### src/rtl/tile_sequencer.sv
// tile_sequencer: control sequencer for an N x N systolic matmul tile engine.
// Latency: loads/err pulse 1 cycle after accept; a matmul completes 4N+1+act cycles after accept.
// Backpressure: instr_ready is low while a matmul is in flight; loads, NOPs and illegal ops never stall.
//
// Ports:
//   clk, rst                      clock and synchronous active-high reset
//   instr_valid/ready/op/act/tag  instruction handshake; op/act/tag sampled on accept
//   load_l, load_r                one-cycle dripper load strobes
//   arr_clr                       one-cycle accumulator clear at the start of a matmul
//   feed_en, feed_idx             skewed feed phase, feed_idx = 0..3N-3
//   drain_en, drain_idx, add_en   dispatcher drain, drain_idx = 0..N-1, add_en = drain && bias
//   act_en                        ReLU enable, held for the whole matmul when act was latched
//   agg_we, agg_idx               aggregator write, drain stream delayed by 1+act cycles
//   busy, done, done_tag, err     matmul in flight, completion pulse with tag, illegal-op pulse
//   perf_clr, perf_busy, perf_ops optional saturating performance counters (SEQ_PERF_EN)
//
// Optional feature macro: SEQ_PERF_EN adds the performance counter ports and logic.

module tile_sequencer #(
    parameter int N    = 4,
    parameter int TAGW = 4,
    localparam int CW  = $clog2(3 * N),
    localparam int DW  = ($clog2(N) > 1) ? $clog2(N) : 1
) (
    input  logic            clk,
    input  logic            rst,
    input  logic            instr_valid,
    output logic            instr_ready,
    input  logic [3:0]      instr_op,
    input  logic            instr_act,
    input  logic [TAGW-1:0] instr_tag,
    output logic            load_l,
    output logic            load_r,
    output logic            arr_clr,
    output logic            feed_en,
    output logic [CW-1:0]   feed_idx,
    output logic            drain_en,
    output logic [DW-1:0]   drain_idx,
    output logic            add_en,
    output logic            act_en,
    output logic            agg_we,
    output logic [DW-1:0]   agg_idx,
    output logic            busy,
    output logic            done,
    output logic [TAGW-1:0] done_tag,
    output logic            err
`ifdef SEQ_PERF_EN
    ,
    input  logic            perf_clr,
    output logic [31:0]     perf_busy,
    output logic [15:0]     perf_ops
`endif
);

    localparam logic [3:0] OP_LOADL = 4'd1;
    localparam logic [3:0] OP_LOADR = 4'd2;
    localparam logic [3:0] OP_MM    = 4'd3;
    localparam logic [3:0] OP_MMB   = 4'd4;

    // Terminal counts for the feed and drain phases.
    localparam logic [CW-1:0] FEED_LAST  = CW'(3 * N - 3);
    localparam logic [CW-1:0] DRAIN_LAST = CW'(N - 1);

    typedef enum logic [2:0] {
        S_IDLE,
        S_CLEAR,
        S_FEED,
        S_DRAIN,
        S_FLUSH
    } state_t;

    state_t          state_q, state_d;
    logic [CW-1:0]   cnt_q, cnt_d;
    logic            done_q, done_d;

    logic            bias_q;
    logic            act_q;
    logic [TAGW-1:0] tag_q;

    logic            load_l_q;
    logic            load_r_q;
    logic            err_q;

    // Drain stream delayed by one and two cycles; agg_we taps stage 1 or 2
    // depending on whether the activation stage adds a cycle.
    logic            dr_en1_q, dr_en2_q;
    logic [DW-1:0]   dr_idx1_q, dr_idx2_q;

    logic            accept;
    logic            is_mm;
    logic [CW-1:0]   flush_last;

    assign accept     = instr_valid && (state_q == S_IDLE);
    assign is_mm      = (instr_op == OP_MM) || (instr_op == OP_MMB);
    assign flush_last = act_q ? CW'(1) : CW'(0);

    // ------------------------------------------------------------------
    // State register
    // ------------------------------------------------------------------
    always_ff @(posedge clk) begin
        if (rst) begin
            state_q <= S_IDLE;
            cnt_q   <= '0;
            done_q  <= 1'b0;
        end else begin
            state_q <= state_d;
            cnt_q   <= cnt_d;
            done_q  <= done_d;
        end
    end

    // ------------------------------------------------------------------
    // Next-state logic: one shared phase counter, cleared on every phase
    // change so each phase starts counting from zero.
    // ------------------------------------------------------------------
    always_comb begin
        state_d = state_q;
        cnt_d   = cnt_q;
        done_d  = 1'b0;
        unique case (state_q)
            S_IDLE: begin
                if (accept && is_mm) begin
                    state_d = S_CLEAR;
                    cnt_d   = '0;
                end
            end
            S_CLEAR: begin
                state_d = S_FEED;
                cnt_d   = '0;
            end
            S_FEED: begin
                if (cnt_q == FEED_LAST) begin
                    state_d = S_DRAIN;
                    cnt_d   = '0;
                end else begin
                    cnt_d = cnt_q + CW'(1);
                end
            end
            S_DRAIN: begin
                if (cnt_q == DRAIN_LAST) begin
                    state_d = S_FLUSH;
                    cnt_d   = '0;
                end else begin
                    cnt_d = cnt_q + CW'(1);
                end
            end
            S_FLUSH: begin
                // Wait for the delayed drain stream to leave the aggregator
                // write port before declaring the op complete.
                if (cnt_q == flush_last) begin
                    state_d = S_IDLE;
                    cnt_d   = '0;
                    done_d  = 1'b1;
                end else begin
                    cnt_d = cnt_q + CW'(1);
                end
            end
            default: begin
                state_d = S_IDLE;
                cnt_d   = '0;
            end
        endcase
    end

    // ------------------------------------------------------------------
    // Decode strobes, per-op latches and the drain delay line
    // ------------------------------------------------------------------
    always_ff @(posedge clk) begin
        if (rst) begin
            load_l_q  <= 1'b0;
            load_r_q  <= 1'b0;
            err_q     <= 1'b0;
            bias_q    <= 1'b0;
            act_q     <= 1'b0;
            tag_q     <= '0;
            dr_en1_q  <= 1'b0;
            dr_en2_q  <= 1'b0;
            dr_idx1_q <= '0;
            dr_idx2_q <= '0;
        end else begin
            load_l_q <= accept && (instr_op == OP_LOADL);
            load_r_q <= accept && (instr_op == OP_LOADR);
            err_q    <= accept && (instr_op > OP_MMB);
            if (accept && is_mm) begin
                bias_q <= (instr_op == OP_MMB);
                act_q  <= instr_act;
                tag_q  <= instr_tag;
            end
            dr_en1_q  <= drain_en;
            dr_idx1_q <= drain_idx;
            dr_en2_q  <= dr_en1_q;
            dr_idx2_q <= dr_idx1_q;
        end
    end

    // ------------------------------------------------------------------
    // Output logic
    // ------------------------------------------------------------------
    always_comb begin
        instr_ready = (state_q == S_IDLE);
        busy        = (state_q != S_IDLE);
        load_l      = load_l_q;
        load_r      = load_r_q;
        err         = err_q;
        arr_clr     = (state_q == S_CLEAR);
        feed_en     = (state_q == S_FEED);
        feed_idx    = feed_en ? cnt_q : '0;
        drain_en    = (state_q == S_DRAIN);
        drain_idx   = drain_en ? cnt_q[DW-1:0] : '0;
        add_en      = drain_en && bias_q;
        act_en      = busy && act_q;
        agg_we      = act_q ? dr_en2_q : dr_en1_q;
        agg_idx     = '0;
        if (agg_we) begin
            agg_idx = act_q ? dr_idx2_q : dr_idx1_q;
        end
        done        = done_q;
        done_tag    = done_q ? tag_q : '0;
    end

`ifdef SEQ_PERF_EN
    // ------------------------------------------------------------------
    // Saturating performance counters; a clear beats a same-cycle count.
    // ------------------------------------------------------------------
    logic [31:0] perf_busy_q;
    logic [15:0] perf_ops_q;

    always_ff @(posedge clk) begin
        if (rst || perf_clr) begin
            perf_busy_q <= '0;
            perf_ops_q  <= '0;
        end else begin
            if (busy && (perf_busy_q != '1)) begin
                perf_busy_q <= perf_busy_q + 32'd1;
            end
            if (done_q && (perf_ops_q != '1)) begin
                perf_ops_q <= perf_ops_q + 16'd1;
            end
        end
    end

    assign perf_busy = perf_busy_q;
    assign perf_ops  = perf_ops_q;
`endif

endmodule

### config.mk
export PLATFORM = sky130hd
export DESIGN_NAME = tile_sequencer
export DESIGN_NICKNAME = d
export VERILOG_FILES = /design/src/rtl/tile_sequencer.sv
export SDC_FILE = /design/constraint.sdc
export NUM_CORES = 1
export LEC_CHECK = 0
export ABC_AREA = 1
export BUFFER_PORTS_ARGS = -buffer_cell sky130_fd_sc_hd__clkbuf_2
export CAP_MARGIN = 20
export CORE_MARGIN = 1
export CORE_UTILIZATION = 40
export CTS_CLUSTER_DIAMETER = 100
export DETAILED_ROUTE_END_ITERATION = 8
export GPL_TIMING_DRIVEN = 0
export PLACE_DENSITY = 0.65
export SLEW_MARGIN = 5
export SYNTH_ARGS = -nofsm -noshare
export SYNTH_HDL_FRONTEND = slang
export SYNTH_SLANG_ARGS = --single-unit
### constraint.sdc
create_clock -name clk -period 1.45 [get_ports clk]
set_input_delay 0.0725 -clock clk [delete_from_list [all_inputs] [get_ports clk]]
set_output_delay 0.0725 -clock clk [all_outputs]
set_load 0.01 [all_outputs]
==> run_results.csv, run 1 <==
group,metric,value,unit
status,outcome,"completed",
yosys,synth_largest_area_cell,"dfxtp_1",
setup_path,r2r-end,"state_q[2]$_SDFFE_PP0P_",
yosys,synthCells,171,
routing,drc,0,
clock_tree,cts-root-buf,"clkbuf_4",
timing,setup_violations,0,
timing,worst_pin_slew,429,ps
timing,relSlewSlack,71.4,%
die,io_pins,36,
power,total_leakage_power,0.731,nW
place,port_buffers,35,
cells_and_area,final_cell_count_no_fill,245,
clock_tree,numCtsBuffers,3,
timing,timing.final.crit_share,96.0,%
die,core-area,0.00257,mm2
setup_path,cp_data_arrival_time,1320,ps
routing,drtAntennaViolNets,0,
power,power.density,783,mW/mm2
place,gp_congestion,0.858,
cells_and_area,postLayoutCellArea,0.00144,mm2
setup_path,endpoint_kind,"primary output",
setup_path,crit_path_max_incr_delay,390,ps
clock_tree,htreeDepth,1,
timing,clock_skew,1.60,ps
clock_tree,clk_pin_slew_worst_paths,120,ps
global_route,grt_start_max_net_pins,13,
yosys,synth_fp_nets,185,
cells_and_area,syn2layout_area_growth,26.7,%
worst_hold_path,holdCritPathClass,"input port to register",
cells_and_area,final_common_cell,"nor2_1",
yosys,synthTopCellsByArea,"dfxtp_1 41%, nor2_1 12%, nand2_1 11%, inv_1 9.3%, nand3_1 4.4%",
setup_path,crit_end,"add_en",
routing,first_pass_iters,4,
cells_and_area,drive_gt1_share,30.2,%
global_route,overflow,0,
cells_and_area,n_antenna_cell,0,
setup_path,required,1380,ps
timing,period_needed,1390,ps
clock_tree,cts_tree,"built",
clock_tree,cts_sinks,23,
setup_path,r2r_start,"state_q[2]$_SDFFE_PP0P_",
place,dp.cells,236,
setup_path,crit_chain,"nand2_1 > nor2_2 > inv_2 > nor2_1 > clkbuf_2",
power,irDropWorstVdd,0.476,mV
die,die_area,0.00305,mm2
setup_path,start_kind,"register",
global_route,grt_pass1_vias,1061,
global_route,antenna_found_initial,0,
place,dpl-instance-area,0.00135,mm2
setup_path,critPathSlowestCell,"dfxtp_2",
routing,via_per_inst,4.80,
setup_path,crit_path_max_fanout,7,
die,initial_core_util,44.2,%
yosys,post_synth.cell_area_avg,6.64,um2
timing,grt_setup_unrepaired,"true",
setup_path,cp_top_family,"flip-flops",
die,num_rows,18,
yosys,synth_top_area_share,40.6,%
timing,fmaxAchievable,0.718,GHz
die,fp.dieH,55.3,um
cells_and_area,final_cell_mix,"36 x nor2_1, 35 x clkbuf_2, 33 x nand2_1, 24 x inv_1, 17 x dfxtp_1",
global_route,grt_pass1_wl,4220,um
routing,wl,2540,um
global_route,globalRouteTotalUtil,16.9,%
yosys,syn_area,0.00113,mm2
timing,finalHoldViolCount,0,
setup_path,critPathKind,"register to primary output",
yosys,synth-seq-area-share,40.6,%
routing,num_vias,1175,
yosys,yosysWarnings,0,
routing,wl_per_cell,10.3,um
place,hpwl,1980,um
timing,slew_viol_final,0,
setup_path,crit_cells,5,
run,max_cap_violations,0,
die,die_x,55.3,um
cells_and_area,nets,230,
setup_path,ff2ff_setup_slack,120,ps
yosys,ys_types,21,
setup_path,critPathBufInv,2,
setup_path,reg2reg_depth,9,
routing,drt-initial-drc-count,24,
setup_path,crit_path_start,"state_q[1]$_SDFFE_PP0P_",
clock_tree,clock_latency,300,ps
yosys,synth.ff_latch_count,23,
clock_tree,clockBufferDepth,2,
routing by layer:
metal / up-vias / track usage, % / routed length [um]
li1: 614 / - / -
met1: 533 / 20.1 / 1090
met2: 24 / 30.8 / 1320
met3: 4 / 2.34 / 102
met4: 0 / 6.07 / 25
met5: - / 0 / 0
state kept, by name, summed over array words and instances (netlist names), 2 cells and up:
register / flops
cnt_q: 4
dr_idx1_q: 2
dr_idx2_q: 2
state_q: 3
tag_q: 4
synth_stat cells, drive strengths merged:
| cell | number |
|---|---|
| a21oi | 7 |
| ha | 2 |
| o21ai | 10 |
| nor2 | 42 |
| nor4 | 2 |
| dfxtp | 23 |
| nand3 | 10 |
| nor3 | 2 |
| nand3b | 1 |
| xor2 | 1 |
| inv | 30 |
| clkinv | 1 |
| nand4 | 2 |
| clkbuf | 1 |
| nand2 | 37 |
worst register-to-register path, cell delays in order, from the launching register on:
cell     delay [ps]
dfxtp_2         390
inv_2            50
nand2_1         110
nor2_4           60
buf_4           130
nand2_1          60
nand2_2          70
nor2_4          150
nand3_1         100
a21oi_1         140
worst min path at each step:
stage,startpoint,endpoint,slack [ps],cells after the start
after floorplan,rst,dr_idx1_q[1]$_SDFF_PP0_,150,1
after global placement,instr_tag[2],tag_q[2]$_SDFFE_PP0P_,320,3
after detailed placement,instr_tag[2],tag_q[2]$_SDFFE_PP0P_,330,3
after CTS,instr_tag[2],tag_q[2]$_SDFFE_PP0P_,0.4,3
after global routing,instr_tag[2],tag_q[2]$_SDFFE_PP0P_,6,3
final,instr_tag[2],tag_q[2]$_SDFFE_PP0P_,7,3
where the power goes:
| part | leakage [nW] | switching [W] | internal [W] |
|---|---|---|---|
| clock | 0.0150 | 0.000189 | 0.000107 |
| sequential | 0.190 | 0.0000222 | 0.000650 |
| combinational | 0.526 | 0.0000947 | 0.0000627 |
stage by stage:
stage	TNS, ps	worst slack, ps	power [W]	hold slack, ps	utilization (%)
2_1_floorplan	0	207	0.000776	149	-
3_3_place_gp	0	47.0	0.000824	322	52.5
3_5_place_dp	0	22.2	0.000828	327	52.5
4_1_cts	0	0.676	0.00112	0.366	54.0
5_1_grt	-113	-36.5	0.00118	6.50	56.0
6_report	0	58.2	0.00113	6.77	56.0
layout make-up:
| cell class | instances | area (um2) |
|---|---|---|
| flip-flops and latches | 23 | 473 |
| clock buffers | 4 | 26.3 |
| multi-input cells | 116 | 562 |
| plain buffers | 1 | 3.75 |
| fillers | 286 | 1130 |
| repair buffers | 40 | 215 |
| well taps | 30 | 37.5 |
| inverters | 31 | 120 |
cells by family after synthesis:
group | Yosys count | share of synthesized area (%)
buffers and inverters | 32 | 10.6
adders and majority gates | 2 | 2.20
xor gates and xnor gates | 1 | 0.772
DFF | 23 | 40.6
AOI/OAI and AO/OA | 17 | 7.83
and+or+nand+nor | 96 | 38.0
what timing repair did:
| action | 4_1_cts | 5_1_grt |
|---|---|---|
| cloned | 0 | 0 |
| pin swaps | 0 | 2 |
| setup buffers | 0 | 4 |
| hold endpoints to repair | 3 | 0 |
| resized for setup | 2 | 12 |
| hold buffers | 1 | 0 |
| setup endpoints to repair | 5 | 15 |
Note: power is estimated with default switching activity, not from simulation.
==> run 2, diff against run 1 <==
- CORE_UTILIZATION: 40 -> 49
- PLACE_DENSITY: 0.65 -> 0.77
- RECOVER_POWER: unset -> 25
==> run 2 against run 1 <==
Effect of this change:
- die area down 18%
- clock skew up 6.8 ps
- non-clock buffer count down 2
- maximum frequency up 0.18%
- utilization up 8.4 points
- register-to-register slack worse by 20 ps
- largest cell class unchanged
==> run_results.csv, run 2 (synthesis gave the netlist of run 1 again) <==
group,metric,value,unit
die,core-area,0.00219,mm2
setup_path,r2r_start,"cnt_q[1]$_SDFFE_PP0P_",
power,total_leakage_power,0.705,nW
die,io_pins,36,
place,gp_congestion,0.810,
timing,worst_slack,60.7,ps
power,clockPowerShare,27.0,%
timing,totalNegativeSetupSlack,0,ps
global_route,grt_start_max_net_pins,14,
global_route,grt_pass1_wl,4200,um
global_route,grt_pass1_vias,1030,
place,preCtsSetupSlack,16.4,ps
power,irDropWorstVdd,0.573,mV
routing,via_per_inst,4.84,
setup_path,start_kind,"register",
timing,finalHoldViolCount,0,
place,port_buffers,35,
routing,first_pass_iters,4,
clock_tree,cts_sinks,23,
setup_path,crit_path_frequent_cell,"inv_2",
cells_and_area,syn2layout_area_growth,24.3,%
worst_hold_path,holdCritPathClass,"input port to register",
setup_path,ff2ff_setup_slack,100,ps
global_route,antenna_found_initial,0,
setup_path,crit_cells,6,
setup_path,critPathKind,"register to primary output",
timing,period_needed,1390,ps
routing,drc,0,
timing,slew_viol_final,0,
setup_path,reg2reg_depth,9,
place,hpwl,1980,um
die,num_rows,17,
timing,setup_violations,0,
clock_tree,htreeDepth,1,
routing,drt-initial-drc-count,27,
cells_and_area,multi_input_area,562,um2
clock_tree,numCtsBuffers,3,
clock_tree,clock_latency,310,ps
die,die_x,50.1,um
routing,wl_per_cell,10.6,um
setup_path,crit_end,"feed_idx[0]",
run,max_cap_violations,0,
setup_path,crit_path_max_incr_delay,370,ps
cells_and_area,nFillCells,199,
power,swShare,28.1,%
setup_path,crit_path_max_fanout,5,
timing,hold_ws,9.28,ps
clock_tree,cts_tree,"built",
routing,drtAntennaViolNets,0,
global_route,globalRouteTotalUtil,21.6,%
setup_path,cp_data_arrival_time,1320,ps
setup_path,crit_path_start,"state_q[2]$_SDFFE_PP0P_",
cells_and_area,reg.largest.list,"cnt_q x4, tag_q x4, state_q x3",
cells_and_area,final_common_cell,"nor2_1",
power,power.density,796,mW/mm2
clock_tree,clockBufferDepth,2,
timing,fmaxAchievable,0.720,GHz
power,p_switching,0.000315,W
cells_and_area,ff_latch_area,473,um2
cells_and_area,fin_util,64.4,%
die,initial_core_util,51.8,%
setup_path,cp_top_family,"flip-flops",
clock_tree,cts-root-buf,"clkbuf_4",
setup_path,endpoint_kind,"primary output",
setup_path,critPathBufInv,3,
power,p_seq_share,59.8,%
status,outcome,"completed",
power,comb_power_share,13.2,%
cells_and_area,drive_gt1_share,26.8,%
setup_path,required,1380,ps
timing,grt_setup_unrepaired,"true",
timing,worst_pin_slew,469,ps
routing,wl,2570,um
timing,relSlewSlack,68.7,%
setup_path,crit_chain,"inv_2 > nand2_1 > nor2_4 > inv_2 > nor2_1 > clkbuf_2",
cells_and_area,n_antenna_cell,0,
die,fp.dieH,50.1,um
cells_and_area,final_cell_mix,"36 x nor2_1, 33 x nand2_1, 29 x clkbuf_2, 25 x inv_1, 17 x dfxtp_1",
routing,num_vias,1167,
die,die_area,0.00251,mm2
power,internal_power,0.000807,W
timing,clock_skew,8.44,ps
setup_path,critPathSlowestCell,"dfxtp_2",
setup_path,r2r-end,"cnt_q[1]$_SDFFE_PP0P_",
timing,timing.final.crit_share,95.8,%
global_route,overflow,0,
cells_and_area,nets,228,
clock_tree,clk_pin_slew_worst_paths,130,ps
==> run 2: changes by cell type in the layout (fill, tap and decap cells not counted) <==
| cell | change |
|---|---|
| clkbuf_2 | -6 |
| clkbuf_1 | +5 |
| buf_4 | -2 |
| clkinv_2 | +1 |
| clkinvlp_4 | -1 |
| inv_1 | +1 |
| o21ai_0 | -1 |
| o21ai_1 | +1 |
==> run 2: worst reg2reg max path, stage by stage (launching register included) <==
cell	delay, ps
dfxtp_1	370
inv_2	100
ha_1	150
nand3_1	100
nand2_1	110
nand2_2	80
nor2_4	150
nor2_1	60
nor2_1	80
nor2_1	40
==> run 2: timing repair <==
action,in CTS,in global routing
hold buffers,1,0
setup buffers,0,2
setup endpoints to repair,5,16
hold endpoints to repair,3,0
pin swaps,0,1
gates resized for setup,3,11
==> run 2: area by class of cell <==
| class | instances | share of cell area [%] |
|---|---|---|
| inverters | 31 | 8.25 |
| repair buffers | 38 | 13.7 |
| plain buffers | 1 | 0.266 |
| flip-flops and latches | 23 | 33.5 |
| well taps | 28 | 2.48 |
| clock inverters | 1 | 0.355 |
| clock buffers | 3 | 1.60 |
| multi-input cells | 116 | 39.8 |
==> run 2: metal layers <==
layer	track usage, %	part of all wire [%]	vias to the layer above
li1	-	-	610
met3	3.09	3.7	4
met2	39.1	51	28
met1	25.3	45	525
met5	0	0	-
met4	7.62	0.97	0
==> run 2: per-stage QoR <==
stage	std cells	total power [W]	cell area, um2
floorplan	171	0.000776	1130
global placement	234	0.000821	1350
detailed placement	234	0.000829	1350
CTS	239	0.00112	1390
global route	241	0.00117	1410
finish	241	0.00112	1410
==> run 2: worst min-delay path by stage <==
stage                     cells after the start                      end         start
after floorplan                               1  dr_idx1_q[1]$_SDFF_PP0_           rst
after global routing                          3    tag_q[0]$_SDFFE_PP0P_  instr_tag[0]
after detailed placement                      2  dr_idx1_q[1]$_SDFF_PP0_           rst
after global placement                        3    tag_q[0]$_SDFFE_PP0P_  instr_tag[0]
after CTS                                     3    tag_q[3]$_SDFFE_PP0P_  instr_tag[3]
final                                         3    tag_q[3]$_SDFFE_PP0P_  instr_tag[3]
==> run 2: power groups by stage <==
| stage | logic, W | clock network (W) | registers, W |
|---|---|---|---|
| floorplan | 0.0000962 | 0 | 0.000680 |
| global route | 0.000167 | 0.000332 | 0.000675 |
| global placement | 0.000139 | 0 | 0.000682 |
| CTS | 0.000148 | 0.000303 | 0.000669 |
| finish | 0.000148 | 0.000303 | 0.000671 |
| detailed placement | 0.000146 | 0 | 0.000683 |
